**config.mk**
```make
export PLATFORM = sky130hd
export DESIGN_NAME = uart_rx_ovs
export DESIGN_NICKNAME = d
export VERILOG_FILES = /design/src/rtl/uart_rx_ovs.sv
export SDC_FILE = /design/constraint.sdc
export NUM_CORES = 1
export LEC_CHECK = 0
export ABC_AREA = 1
export CAP_MARGIN = 40
export CORE_ASPECT_RATIO = 1.25
export CORE_MARGIN = 8
export CORE_UTILIZATION = 40
export DETAILED_ROUTE_END_ITERATION = 16
export HOLD_SLACK_MARGIN = 0.06
export PLACE_DENSITY_LB_ADDON = 0.3
export SYNTH_ARGS = -nofsm -noshare
export SYNTH_HDL_FRONTEND = slang
export SYNTH_SLANG_ARGS = --single-unit
```
**constraint.sdc**
```tcl
create_clock -name clk -period 1.9 [get_ports clk]
set_clock_uncertainty 0.15 [all_clocks]
set_input_delay 0.285 -clock clk [delete_from_list [all_inputs] [get_ports clk]]
set_output_delay 0.285 -clock clk [all_outputs]
set_load 0.005 [all_outputs]
```
**src/rtl/uart_rx_ovs.sv**
```systemverilog
// Oversampling UART receiver: a 2-flop synchronizer and start-edge detector feed a
// bit-period FSM that samples mid-bit and delivers each frame with parity/framing flags.
module uart_rx_ovs #(
    parameter int CLKS_PER_BIT = 16,
    parameter int DATA_BITS    = 8,
    parameter int PARITY       = 0,
    parameter int STOP_BITS    = 1
) (
    input  logic                 clk,
    input  logic                 rstn,
    input  logic                 rxd,
    output logic                 valid,
    output logic [DATA_BITS-1:0] data,
    output logic                 parity_err,
    output logic                 frame_err,
    output logic                 busy
);

    localparam int CNT_W = $clog2(CLKS_PER_BIT);
    localparam logic [CNT_W-1:0] HALF_LAST = CNT_W'(CLKS_PER_BIT / 2 - 1);
    localparam logic [CNT_W-1:0] BIT_LAST  = CNT_W'(CLKS_PER_BIT - 1);
    localparam logic [3:0]       DATA_LAST = 4'(DATA_BITS - 1);
    localparam logic [3:0]       STOP_LAST = 4'(STOP_BITS - 1);

    typedef enum logic [2:0] {
        S_IDLE,
        S_START,
        S_DATA,
        S_PARITY,
        S_STOP
    } state_t;

    state_t               state;
    state_t               state_next;
    logic                 sync1;
    logic                 line;
    logic                 line_prev;
    logic [CNT_W-1:0]     cnt;
    logic [3:0]           idx;
    logic [DATA_BITS-1:0] shreg;
    logic                 par_acc;
    logic                 stop_bad;
    logic                 tick;
    logic                 done;
    logic                 start_edge;

    always_ff @(posedge clk or negedge rstn) begin
        if (!rstn) begin
            sync1     <= 1'b1;
            line      <= 1'b1;
            line_prev <= 1'b1;
        end else begin
            sync1     <= rxd;
            line      <= sync1;
            line_prev <= line;
        end
    end

    assign start_edge = line_prev & ~line;
    assign busy       = (state != S_IDLE);

    // The first sample lands half a bit after the edge; later ones a full bit apart.
    always_comb begin
        tick = 1'b0;
        if (state == S_START) tick = (cnt == HALF_LAST);
        else                  tick = (cnt == BIT_LAST);
    end

    always_comb begin
        state_next = state;
        done       = 1'b0;
        case (state)
            S_IDLE: begin
                if (start_edge) state_next = S_START;
            end
            S_START: begin
                if (tick) state_next = line ? S_IDLE : S_DATA;
            end
            S_DATA: begin
                if (tick && idx == DATA_LAST) state_next = (PARITY != 0) ? S_PARITY : S_STOP;
            end
            S_PARITY: begin
                if (tick) state_next = S_STOP;
            end
            S_STOP: begin
                if (tick && idx == STOP_LAST) begin
                    state_next = S_IDLE;
                    done       = 1'b1;
                end
            end
            default: state_next = S_IDLE;
        endcase
    end

    always_ff @(posedge clk or negedge rstn) begin
        if (!rstn) state <= S_IDLE;
        else       state <= state_next;
    end

    always_ff @(posedge clk or negedge rstn) begin
        if (!rstn) begin
            cnt        <= '0;
            idx        <= '0;
            shreg      <= '0;
            par_acc    <= 1'b0;
            stop_bad   <= 1'b0;
            valid      <= 1'b0;
            data       <= '0;
            parity_err <= 1'b0;
            frame_err  <= 1'b0;
        end else begin
            valid <= done;

            if (state == S_IDLE || tick) cnt <= '0;
            else                         cnt <= cnt + CNT_W'(1);

            if (state_next != state) idx <= '0;
            else if (tick)           idx <= idx + 4'd1;

            if (state == S_IDLE) begin
                par_acc  <= 1'b0;
                stop_bad <= 1'b0;
            end

            if (tick) begin
                case (state)
                    S_DATA: begin
                        shreg   <= {line, shreg[DATA_BITS-1:1]};
                        par_acc <= par_acc ^ line;
                    end
                    S_PARITY: par_acc <= par_acc ^ line;
                    S_STOP:   if (!line) stop_bad <= 1'b1;
                    default: ;
                endcase
            end

            // The final stop sample is folded in directly since stop_bad lags it by a cycle.
            if (done) begin
                data      <= shreg;
                frame_err <= stop_bad | ~line;
                if (PARITY == 1)      parity_err <= ~par_acc;
                else if (PARITY == 2) parity_err <= par_acc;
                else                  parity_err <= 1'b0;
            end
        end
    end

endmodule

```
==> Yosys cells after proc, flatten, opt, wreduce, memory -nomap -nowiden <==
Index checks and enable logic that the tools add are counted.
{ "classes": {"n_addsub": 2, "eq_ne": 8, "mux": 17, "bitwise_logic": 3, "n_reduce_logical": 8} }
{ "op_table": {"columns": ["operator", "count"], "rows": [
  ["$mux W3", 5],
  ["$pmux W3 S5", 1],
  ["$mux W4", 3],
  ["$add A4 B1 Y4 const B", 2],
  ["$eq A4 B3 Y1 const B", 2],
  ["$mux W1", 7],
  ["$eq A3 B2 Y1 const B", 2],
  ["$eq A4 B4 Y1 const B", 1],
  ["$logic_not A4 Y1", 1],
  ["$eq A3 B1 Y1 const B", 1],
  ["$eq A3 B3 Y1 const B", 1],
  ["$logic_not A3 Y1", 1],
  ["$ne A3 B3 Y1", 1],
  ["$reduce_bool A3 Y1", 1],
  ["$logic_and A1 B1 Y1", 2],
  ["$mux W2", 1],
  ["$reduce_and A2 Y1", 1],
  ["$reduce_bool A2 Y1", 1],
  ["$and A1 B1 Y1", 1],
  ["$logic_or A1 B1 Y1", 1],
  ["$not A1 Y1", 1],
  ["$or A1 B1 Y1", 1]
]} }
{ "totals": {"register_bits": 33, "inputBits": 3, "out_inout_bits": 12, "word_cells": 49} }

==> Depth between registers and ports, before layout <==
{ "depth": {"word_depth": 7, "ltp_mapped": 9, "ltp_nobuf": 9} }

==> Least setup slack after synthesis <==
No wires, ideal clock.
{ "synth_path": {"path_kind": "reg2reg", "startpoint": "register idx[0]", "endpoint": "register data[0]", "setup_ns": 0.125, "arrival_time_ns": 1.496, "t_required_ns": 1.625, "setup_slack_ns": 0.130, "stages_incl_launch_ff": 7, "n_path_buf": 0, "period_less_slack_ns": 1.770, "cell_sequence": "dfrtp_1 inv_1 ha_1 nor3b_1 nand3_4 nor2_8 mux2_2"} }
{ "synth_between": {"elab_chain_cells": 4} }
{ "synth_rtl": {"columns": ["element", "line", "source"], "rows": [
  ["start, declared", "39", "logic [3:0] idx;"],
  ["start signal, assigned", "118", "else if (tick) idx <= idx + 4'd1;"],
  ["$logic_not A4 Y1", "86", "if (tick && idx == STOP_LAST) begin"],
  ["$logic_and A1 B1 Y1", "86", null],
  ["$mux W1", "86", null],
  ["$mux W1", "72", "case (state)"],
  ["end signal, assigned", "139", "data <= shreg;"],
  ["end, declared", "13", "output logic [DATA_BITS-1:0] data,"]
]} }
Every way passes these cells.
A chain may end at the register's enable or synchronous reset.

==> Worst setup path after layout <==
{ "layout_path": {"startpoint": "register state[2]", "endpoint": "register idx[1]"} }
{ "layout_between": {"elab_chain_cells": 7, "elab_cells_between_ends": 17, "cone_classes": "eq/ne: 5; mux: 8; reduce/logical: 4"} }
{ "layout_rtl": {"columns": ["element", "line", "source"], "rows": [
  ["start, declared", "33", "state_t state;"],
  ["start signal, assigned", "97", "else state <= state_next;"],
  ["$eq A3 B1 Y1", "65, 72", null],
  ["$mux W1", "65", "if (state == S_START) tick = (cnt == HALF_LAST);"],
  ["$logic_and A1 B1 Y1, on equally long branches", "86, 80", null],
  ["$mux W3, on equally long branches", "86, 80", null],
  ["$pmux W3 S5", "72", null],
  ["$ne A3 B3 Y1", "117", "if (state_next != state) idx <= '0;"],
  ["$mux W4 or $reduce_bool A2 Y1 (tied branches)", null, null]
]} }
Several ways; a longest one is shown, not always the timed one.

==> run metrics <==
status finished, final reports clean; average size of a mapped cell 10.0 um^2; LEAKAGE around 0.88 nW; die width 71.3 um; core outline area 3720 um^2; Post-Route WL ~2800 um; Max Fclk 560 MHz; min Tclk post-route 1.79 ns; GP Congestion 0.845; # port buffers 13; Longest Clk Path Bufs 2; total nets after synthesis 159; Final nets 183; post-synth top area share 49.0%; Crit path arrival time 1.84 ns; largest area contributor in the synthesized netlist dfrtp_1; Final Power 0.00183 W; vias in the first global route 1112; Antenna Nets Post-Route 0; Crit Path Max Fanout 5; sequential share of power 45.9%; vias 1090; H-tree levels 2; CTS tree yes; final worst slack around 0.11 ns; CP max-delay cell dfrtp_2; footprint of the multi-input gates a little under 600 um^2; worst ir drop on vdd 487 uV; worst skew pair latency ~0.28 ns; WL/cell 12.8 um; power per cell area 1000 nW/um^2; Final Setup Violations 0; CP startpoint kind register; Cell Area, Synth 1530 um^2; CTS buffer count 5; Post-Layout Cell Count 218; Worst-Margin Slew 0.496 ns; vias per cell 5.00; HP Class reg2reg; Sink Count 33; Setup CP Type reg2reg; Critical Path RT 1.95 ns; Diodes inserted 0; placed cell count 209; Reg clk slew, reported paths 0.07 ns; slew margin rel. 66.7%; global-route wire length before repair 4820 um; die area 6080 um^2; initial antenna violation count 0; Filler Cell Count about 340; count of cell types in the netlist 31; RSZ-0062 raised after global routing no; Slew Viols, Final 0; pre-CTS setup slack 0.0394 ns; Final Hold Fails 0; I/O pin count 15; register area share after synthesis 54.2%; CP delay by family, top simple AND/OR/NAND/NOR gates; area occupied by registers 832 um^2; Tot GR Track Use 9.83%; DP Wirelength between 2000 and 2500 um; GRT Residual Overflow 0; 1st-iter DRT viols 22; Internal 0.00122 W; P&R area growth vs syn 19.2%; Buf/Inv on CP 2; Final Cycle Share 94.0%; largest net degree at the start of global routing 34; DRC violations left 0; Post-Syn Instances 153; initial core utilization 41.1%; setup_tns 0 ns; Logic pwr share 27.1%; layout cell share with drive strength beyond 1 19.7%; Area contributors post-synth dfrtp_1 49%, nand2_1 6.6%, dfstp_2 5.1%; switching power 0.000609 W; Pre-Repair DR Iteration Count 4; std cell rows 25; crit-path most repeated cell nand2_4; synth warn 0; critical path cell sequence nor2_4 -> buf_4 -> nand2_2 -> nand2_4 -> nand2_4 -> nand3_1 -> inv_1 -> o21bai_2 -> nand3_2 -> nor2_1; clock network fraction of total power 27.0%; Max-Cap Viols 0; CP max stage delay 0.45 ns; CP endpoint kind register; root buf cell clkbuf_8; Switching Share 33.3%; Yosys reg bits 33; Hold Worst Slack 0.211 ns; DIE HEIGHT between 80 and 90 um
## metrics by stage
| step | util [%] | instance area, um^2 |
|---|---|---|
| 2_1_floorplan | - | 1530 |
| 3_3_place_gp | 46.3 | 1720 |
| 3_5_place_dp | 46.3 | 1720 |
| 4_1_cts | 48.6 | 1810 |
| 5_1_grt | 49.0 | 1830 |
| 6_report | 49.0 | 1830 |
## power by group through the flow
| stage | Sequential, W | Combinational (W) | Clock, W |
|---|---|---|---|
| global route | 0.000845 | 0.000551 | 0.000543 |
| CTS | 0.000838 | 0.000496 | 0.000512 |
| global placement | 0.000843 | 0.000475 | 0 |
| detailed placement | 0.000849 | 0.000486 | 0 |
| finish | 0.000839 | 0.000496 | 0.000495 |
| floorplan | 0.000846 | 0.000350 | 0 |
## logic make-up after synthesis
logic type / Yosys count / share of synthesized area, %
adders and majority gates: 3 / 2.45
and+or+nand+nor: 63 / 22.0
buffers and inverters: 24 / 7.35
AOI/OAI and AO/OA: 23 / 10.0
DFF: 33 / 54.2
other: 1 / 0.245
muxes: 2 / 1.47
xor gates and xnor gates: 4 / 2.29
## cell usage after synthesis
master	number
nand2_1	27
ha_1	3
conb_1	1
nor2_8	1
xnor2_1	1
dfstp_2	3
nor2_1	14
o21ai_1	8
o311ai_0	1
nor3b_1	1
o21a_1	6
o21ai_0	4
nand4_1	4
a21oi_1	1
o21bai_2	1
mux2_2	2
inv_1	21
xor2_1	3
dfrtp_1	30
nor2_4	1
buf_6	1
nand2_4	3
nor3_1	2
nand3_1	5
buf_8	1
nand3_2	2
buf_4	1
a21oi_4	1
nand2_2	2
o31ai_1	1
nand3_4	1
## repair_timing
item | in CTS | in global routing
hold buffers | 0 | 0
pin swaps | 1 | 1
setup endpoints to repair | 1 | 7
gates resized for setup | 3 | 2
setup buffers | 0 | 1
## worst paths after layout
kind	from	to	slack, ns	depth (start not counted)
worst min-delay path	sync1	line	0.21	0
worst min register to register	sync1	line	0.21	0
min in group asynchronous	rstn	data[7]	0.25	2
worst max register to register	state[2]	idx[1]	0.11	10
max in group asynchronous	rstn	line_prev	1.03	2
worst max-delay path	state[2]	idx[1]	0.11	10
## placed cells by master (no fill, tap or decap), types with 3 or more instances in the layout
master	n
dfrtp_1	28
nand2_1	26
inv_1	21
nor2_1	14
clkdlybuf4s50_1	12
o21ai_1	8
buf_4	7
o21a_1	6
nand3_1	5
clkbuf_8	5
nand4_1	4
o21ai_0	4
nand2_2	3
nand2_4	3
xor2_1	3
ha_1	3
dfstp_2	3
## routing by layer
metal | vias up | part of all wire [%] | GRT usage, %
met2 | 26 | 52 | 16.4
met3 | 6 | 5.6 | 3.77
li1 | 537 | - | -
met1 | 521 | 41 | 10.3
met4 | 0 | 1.4 | 5.50
met5 | - | 0 | 0
## final cells by class
| class | instances | share of cell area (%) |
|---|---|---|
| multi-input cells | 96 | 32.7 |
| clock buffers | 6 | 3.98 |
| inverters | 21 | 4.32 |
| clock inverters | 2 | 0.548 |
| repair buffers | 20 | 10.1 |
| flip-flops and latches | 33 | 45.6 |
| well taps | 40 | 2.74 |
## registers in the layout (all words and copies together) (netlist names)
name	flops
data	8
shreg	8
cnt	4
idx	4
state	3
frame_err	1
line	1
line_prev	1
stop_bad	1
sync1	1
valid	1
No activity file was read; power rests on OpenSTA's default activity.
